## config.mk

```make
export PLATFORM = sky130hd
export DESIGN_NAME = cam_filter_scheduler
export DESIGN_NICKNAME = d
export VERILOG_FILES = /design/src/rtl/cam_filter_scheduler.sv
export SDC_FILE = /design/constraint.sdc
export NUM_CORES = 1
export LEC_CHECK = 0
export ABC_CLOCK_PERIOD_IN_PS = 3600
export BUFFER_PORTS_ARGS = -buffer_cell sky130_fd_sc_hd__buf_2
export CORE_MARGIN = 2
export CORE_UTILIZATION = 35
export DETAILED_ROUTE_END_ITERATION = 10
export SYNTH_ARGS = -nofsm -noshare
export SYNTH_HDL_FRONTEND = slang
export SYNTH_SLANG_ARGS = --single-unit
export TNS_END_PERCENT = 5
```

## constraint.sdc

```tcl
create_clock -name clk -period 3.6 [get_ports clk]
set_input_delay 0.36 -clock clk [delete_from_list [all_inputs] [get_ports clk]]
set_output_delay 0.36 -clock clk [all_outputs]
set_load 0.005 [all_outputs]
```

## src/rtl/cam_filter_scheduler.sv

```systemverilog
// rtl/cam_filter_scheduler.sv - filter select arbiter (key > button > auto) committing on v_sync rise
module cam_filter_scheduler #(
  parameter int NUM_FILTERS   = 8,
  parameter int DEFAULT_SEL   = 0,
  parameter int HOLD_FRAMES   = 4,
  parameter int AUTO_FRAMES   = 120,
  parameter int ANIM_DIV_LOG2 = 3
) (
  input  logic       clk,
  input  logic       reset,
  input  logic       v_sync,
  input  logic       key_valid,
  input  logic [2:0] key_id,
  output logic       key_ready,
  input  logic       btn_next,
  input  logic       auto_en,
  output logic [2:0] filter_sel,
  output logic       sel_changed,
  output logic       pending,
  output logic       key_err,
  output logic [9:0] frame_cnt,
  output logic       anim_tick
);

  typedef enum logic [1:0] {S_IDLE, S_PEND, S_HOLD, S_HOLD_PEND} state_t;
  typedef enum logic [1:0] {K_KEY, K_BTN, K_AUTO} kind_t;

  localparam logic [2:0]  LAST_ID   = 3'(NUM_FILTERS - 1);
  localparam logic [2:0]  RESET_SEL = 3'(DEFAULT_SEL);
  localparam logic [7:0]  HOLD_INIT = 8'(HOLD_FRAMES);
  localparam logic [15:0] AUTO_LAST = 16'(AUTO_FRAMES - 1);

  state_t      state, state_n;
  kind_t       pend_kind;
  logic [2:0]  pend_id;
  logic        v_sync_d;
  logic [7:0]  hold_cnt;
  logic [15:0] auto_cnt;
  logic        vs_rise, pend_valid, key_acc, key_ok, btn_req;
  logic        auto_wrap, auto_req, new_req, commit;
  logic [2:0]  next_id, commit_id;

  assign vs_rise    = v_sync && !v_sync_d;
  assign pend_valid = (state == S_PEND) || (state == S_HOLD_PEND);
  assign pending    = pend_valid;
  assign key_ready  = !pend_valid || (pend_kind != K_KEY);
  assign key_acc    = key_valid && key_ready;
  assign key_ok     = key_acc && ({29'd0, key_id} < 32'(NUM_FILTERS));
  // An accepted key, even an invalid one, suppresses lower-priority requests.
  assign btn_req    = btn_next && !pend_valid && !key_acc;
  assign auto_wrap  = vs_rise && auto_en && (auto_cnt == AUTO_LAST);
  assign auto_req   = auto_wrap && !pend_valid && !key_acc && !btn_req;
  assign new_req    = key_ok || btn_req || auto_req;
  assign anim_tick  = vs_rise && (frame_cnt[ANIM_DIV_LOG2-1:0] == '0);
  assign next_id    = (filter_sel == LAST_ID) ? 3'd0 : filter_sel + 3'd1;
  assign commit_id  = (pend_kind == K_KEY) ? pend_id : next_id;

  always_comb begin
    state_n = state;
    commit  = 1'b0;
    case (state)
      S_IDLE: if (new_req) state_n = S_PEND;
      S_PEND: if (vs_rise) commit = 1'b1;
      S_HOLD: begin
        if (vs_rise && hold_cnt <= 8'd1) state_n = new_req ? S_PEND : S_IDLE;
        else if (new_req)                state_n = S_HOLD_PEND;
      end
      S_HOLD_PEND: if (vs_rise && hold_cnt == 8'd0) commit = 1'b1;
      default: state_n = S_IDLE;
    endcase
    if (commit) begin
      if (HOLD_FRAMES == 0) state_n = new_req ? S_PEND : S_IDLE;
      else                  state_n = new_req ? S_HOLD_PEND : S_HOLD;
    end
  end

  always_ff @(posedge clk or posedge reset) begin
    if (reset) begin
      state       <= S_IDLE;
      pend_kind   <= K_BTN;
      pend_id     <= 3'd0;
      v_sync_d    <= 1'b1;
      hold_cnt    <= 8'd0;
      auto_cnt    <= 16'd0;
      filter_sel  <= RESET_SEL;
      sel_changed <= 1'b0;
      key_err     <= 1'b0;
      frame_cnt   <= 10'd0;
    end else begin
      state       <= state_n;
      v_sync_d    <= v_sync;
      sel_changed <= commit;
      key_err     <= key_acc && !key_ok;
      if (vs_rise) frame_cnt <= frame_cnt + 10'd1;
      if (commit) filter_sel <= commit_id;

      if (commit)                        hold_cnt <= HOLD_INIT;
      else if (vs_rise && hold_cnt != 0) hold_cnt <= hold_cnt - 8'd1;

      if (key_ok) begin
        pend_kind <= K_KEY;
        pend_id   <= key_id;
      end else if (btn_req) begin
        pend_kind <= K_BTN;
      end else if (auto_req) begin
        pend_kind <= K_AUTO;
      end

      // Manual selections restart the auto-cycle period; auto commits do not.
      if (!auto_en || (commit && pend_kind != K_AUTO)) auto_cnt <= 16'd0;
      else if (vs_rise) auto_cnt <= auto_wrap ? 16'd0 : auto_cnt + 16'd1;
    end
  end

endmodule

```

# Yosys cells after proc, flatten, opt, wreduce, memory -nomap -nowiden
# Index checks and enable logic that the tools add are counted.
# totals
register_bits	46
input_bits	9
out_inout_bits	18
word_cells	77
# classes
n_addsub	4
n_reduce_logical	35
mux	20
n_eq_ne	8
order_cmp	1
# op_table
operator	n
16-bit two-way mux	3
16-bit by 1-bit adder with 16-bit output, second input constant	1
16-bit by 7-bit == test with 1-bit output, second input constant	1
8-bit two-way mux	2
1-bit logical AND	14
2-bit two-way mux	7
10-bit by 1-bit adder with 10-bit output, second input constant	1
8-bit by 1-bit less-or-equal comparator with 1-bit output, second input constant	1
8-bit logical NOT	1
8-bit nonzero test	1
8-bit by 1-bit subtractor with 8-bit output, second input constant	1
3-bit two-way mux	2
2-bit nonzero test	3
3-bit nonzero test	2
1-bit logical NOT	5
1-bit logical OR	5
2-bit == test, second input constant	2
2-bit logical NOT	2
1-bit two-way mux	4
4-bit != test, second input constant	1
2-bit one-hot mux with 2 select lines	1
3-bit by 1-bit adder with 3-bit output, second input constant	1
3-bit == test, second input constant	1
3-bit logical NOT	1
5 further kinds	5

# Logic depth before layout (Yosys ltp)
# depth
word_depth	14
depth_mapped	7
ltp_nobuf	7

# Least setup slack after synthesis
# Ideal clock, no wire load.
# synth_timing
kind	flip-flop to flip-flop
startpoint	reg hold_cnt[0]
endpoint	reg auto_cnt[4]
path_buffers	1
stages_incl_launch_ff	8
required_time_ns	3.481
slack_ns	1.629
t_arrival_ns	1.852
path_cell_list	dfrtp_1 > inv_1 > ha_1 > or4b_4 > o21a_4 > o311ai_4 > buf_6 > nor2_1
# synth_between
elab_chain_len	7
word_cells_on_any_way	8
classes_between	mux (3); reduce/logical (5)
# synth_lines
item	line	text
from (decl)	37	logic [7:0] hold_cnt;
from (signal assigned)	98	else if (vs_rise && hold_cnt != 0) hold_cnt <= hold_cnt - 8'd1;
8-bit logical NOT *	68	S_HOLD_PEND: if (vs_rise && hold_cnt == 8'd0) commit = 1'b1;
1-bit logical AND *	68	
1-bit two-way mux *	68	
1-bit one-hot mux with 2 select lines *	61	case (state)
1-bit logical AND *	110	if (!auto_en || (commit && pend_kind != K_AUTO)) auto_cnt <= 16'd0;
1-bit logical OR *	110	
16-bit two-way mux or 2-bit nonzero test (tied branches)	n/a	
to (signal assigned)	111	else if (vs_rise) auto_cnt <= auto_wrap ? 16'd0 : auto_cnt + 16'd1;
to (decl)	38	logic [15:0] auto_cnt;
# Mark *: on every way between the ends. The rest lies on a longest branch, timed or not.
# A chain may end at the register's enable or synchronous reset.

# Worst setup path after layout
# layout_timing
startpoint	reg hold_cnt[0]
endpoint	reg hold_cnt[1]
# layout_between
elab_chain_len	5
word_cells_on_any_way	10
classes_between	add/sub (1); mux (4); reduce/logical (5)
# layout_lines
item
parallel branches: the longest is 5 deep, another holds 8-bit by 1-bit subtractor with 8-bit output
# Several ways; the timed one is not identified. The select of a mux whose other input is x is not followed.

==> run metrics <==
outcome complete, no violations; clk slew on worst S/H paths 90 ps; root buffer cell clkbuf_8; filler instances 634; Yosys top cell by area dfrtp_1; Synth area leaders dfrtp_1 48%, xnor2_1 5.7%, xor2_1 5.0%; Final Hold Vio Count 0; Tot Pwr 0.00147 W; M2 GR Usage 0.191; Mean Syn Cell Area around 10 sq um; cts bufs inserted 5; Lkg Pwr approximately 1.2 nW; MaxCap Viol Count 0; CTS resizes 0; Hold WC Path Type input pin to flop; minimum clock period between 2000 and 2500 ps; Syn Inst Count roughly 230; hold_buf cts 0; critical-path cell with the highest stage delay nor2_1; WS Path Type flop to flop; startpoint type of the worst setup path flop; setup violators final 0; fmax just over 400 MHz; Post-synth ARST share 1.00; Die Footprint around 0.0072 sq mm; Seq/Total Area, Yosys 0.502; Final Max Tran Viols 0; maximum vdd drop between 300 and 400 uV; clk_skew approximately 6.6 ps; first-pass GRT wire length between 7 and 8 mm; PortBufs 25; Synthesized Nets around 240; DRT antenna net count 0; vias after detailed routing 1618; crit end category flop; vias per std cell 4.95; DRT Pass-1 Iters 4; met3 usage 0.0340; dpl hpwl approximately 2.8 mm; WL final between 4 and 5 mm; initial DRC count 94; area added between synthesis and finish 12.1%; Pwr Density 570 mW/mm^2; Critical Path Fanout Max 14; Req. time, crit path 3780 ps; slew margin rel. 0.364; Final Util 0.406; Initial Utilization 0.362; layout cells sized above 1 0.192; Die Y 85.0 um; top-area cell type share of the netlist area 0.479; n_diodes 0; Core Footprint about 0.0063 sq mm; Clock Latency Late Sink 290 ps; CP Cell Sequence inv_1, ha_1, or4b_4, o21a_4, nor2_1, or2_2, o21ai_0; synth cell count leaders 44 x dfrtp_1, 28 x nor2_1, 22 x nand2_1, 15 x xnor2_1, 13 x xor2_1; clk sinks 46; max incr delay on CP about 650 ps; most common cell in the netlist dfrtp_1; GRT Resource Usage Total 0.122; total grt overflow 0; Die Wd between 80 and 90 um; initial antenna violation count 0; RSZ-0062 raised after global routing no; Clock Path Buffers 2; Critical Path AT ~2700 ps; setup TNS 0 ps; Tcrit/Tclk final 0.690; DP Area ~0.0025 sq mm; number of synthesized flops with an enable pin 0; Hold Worst Slack approximately 180 ps; global routing's busiest layer met2; Residual DRC 0; Unique masters post-synth 42; Finished Cell Area 0.00257 sq mm; post-synthesis register bit count 46; Post-Syn Area ~0.0023 sq mm; postcts setup bufs 0; R2R Setup Slk 1120 ps; post-DR wirelength/cell ~13 um; commonest register cell after synthesis dfrtp_1; Nets 266; largest net degree at the start of global routing 47; Yosys Warn Count 0; CTS tree yes; CTS H-tree depth 2; # IOs 27; GPL Wtd Cong 0.739; vias in the first global route 1592; Tightest Pin Transition roughly 950 ps; row cnt 29; met1 GRT Util 0.166
final timing paths:
path,depth (start not counted),startpoint,end
max,7,hold_cnt[0],hold_cnt[1]
min,1,v_sync,v_sync_d
max reg2reg,7,hold_cnt[0],hold_cnt[1]
min reg2reg,1,frame_cnt[9],frame_cnt[9]
max in group asynchronous,2,reset,hold_cnt[6]
min in group asynchronous,2,reset,auto_cnt[5]
layout make-up:
| type | count | area [sq um] | area share |
|---|---|---|---|
| multi-input cells | 163 | 1070 | 0.416 |
| repair buffers | 26 | 133 | 0.0515 |
| inverters | 7 | 26.3 | 0.0102 |
| clock buffers | 6 | 82.6 | 0.0321 |
| clock inverters | 2 | 12.5 | 0.00486 |
| flip-flops and latches | 46 | 1150 | 0.448 |
| well taps | 77 | 96.3 | 0.0374 |
kinds of logic (layout without fill, tap and decap cells):
logic type                 count (synthesis)  in the layout  synth area share
AOI/OAI and AO/OA                         24             24            0.0806
adders and majority gates                  8              8            0.0436
and+or+nand+nor                           97             97             0.210
muxes                                      5              5            0.0234
DFF                                       46             46             0.502
other                                      1              1           0.00163
buffers and inverters                     16             41            0.0316
xor gates and xnor gates                  28             28             0.107
state kept, by name, summed over array words and instances (netlist names):
register	flops
auto_cnt	16
filter_sel	3
frame_cnt	10
hold_cnt	8
pend_id	3
pend_kind	2
sel_changed	1
state	2
v_sync_d	1
metrics by stage:
stage | setup WS (ps) | instances
6_report | 1120 | 327
5_1_grt | 945 | 327
4_1_cts | 1120 | 327
3_5_place_dp | 1130 | 319
3_3_place_gp | 1170 | 319
2_1_floorplan | 1630 | 225
report_power, final:
| part | switching (W) | internal, W |
|---|---|---|
| logic | 0.000199 | 0.000195 |
| clock network | 0.000172 | 0.000154 |
| registers | 0.000114 | 0.000633 |
| total | 0.000484 | 0.000982 |
worst max-delay path, delay by kind of cell (launching register included):
kind / cells / cell delay (ps)
compound gates: 2 / 310
fa+ha+maj: 1 / 170
buf+inv: 1 / 100
flops: 1 / 420
simple gates: 3 / 1380
per-layer routing:
metal / vias up / wire (um)
met2: 38 / 1760
met5: - / 0
met4: 0 / 34
met1: 770 / 2140
met3: 4 / 203
li1: 806 / -
cells in the final DEF (no fill, tap or decap), drive strengths merged, types with 3 or more instances in the layout:
cell type / synthesis / routed
nor3: 9 / 9
dfrtp: 44 / 44
clkbuf: 6 / 6
o21ai: 6 / 6
nor2: 28 / 28
nor2b: 3 / 3
xnor2: 15 / 15
buf: 3 / 26
nand3: 8 / 8
ha: 8 / 8
inv: 7 / 7
nand2: 22 / 22
xor2: 13 / 13
and3: 5 / 5
mux2: 3 / 3
a21oi: 10 / 10
nand4: 7 / 7
Note: power is estimated with default switching activity, not from simulation.
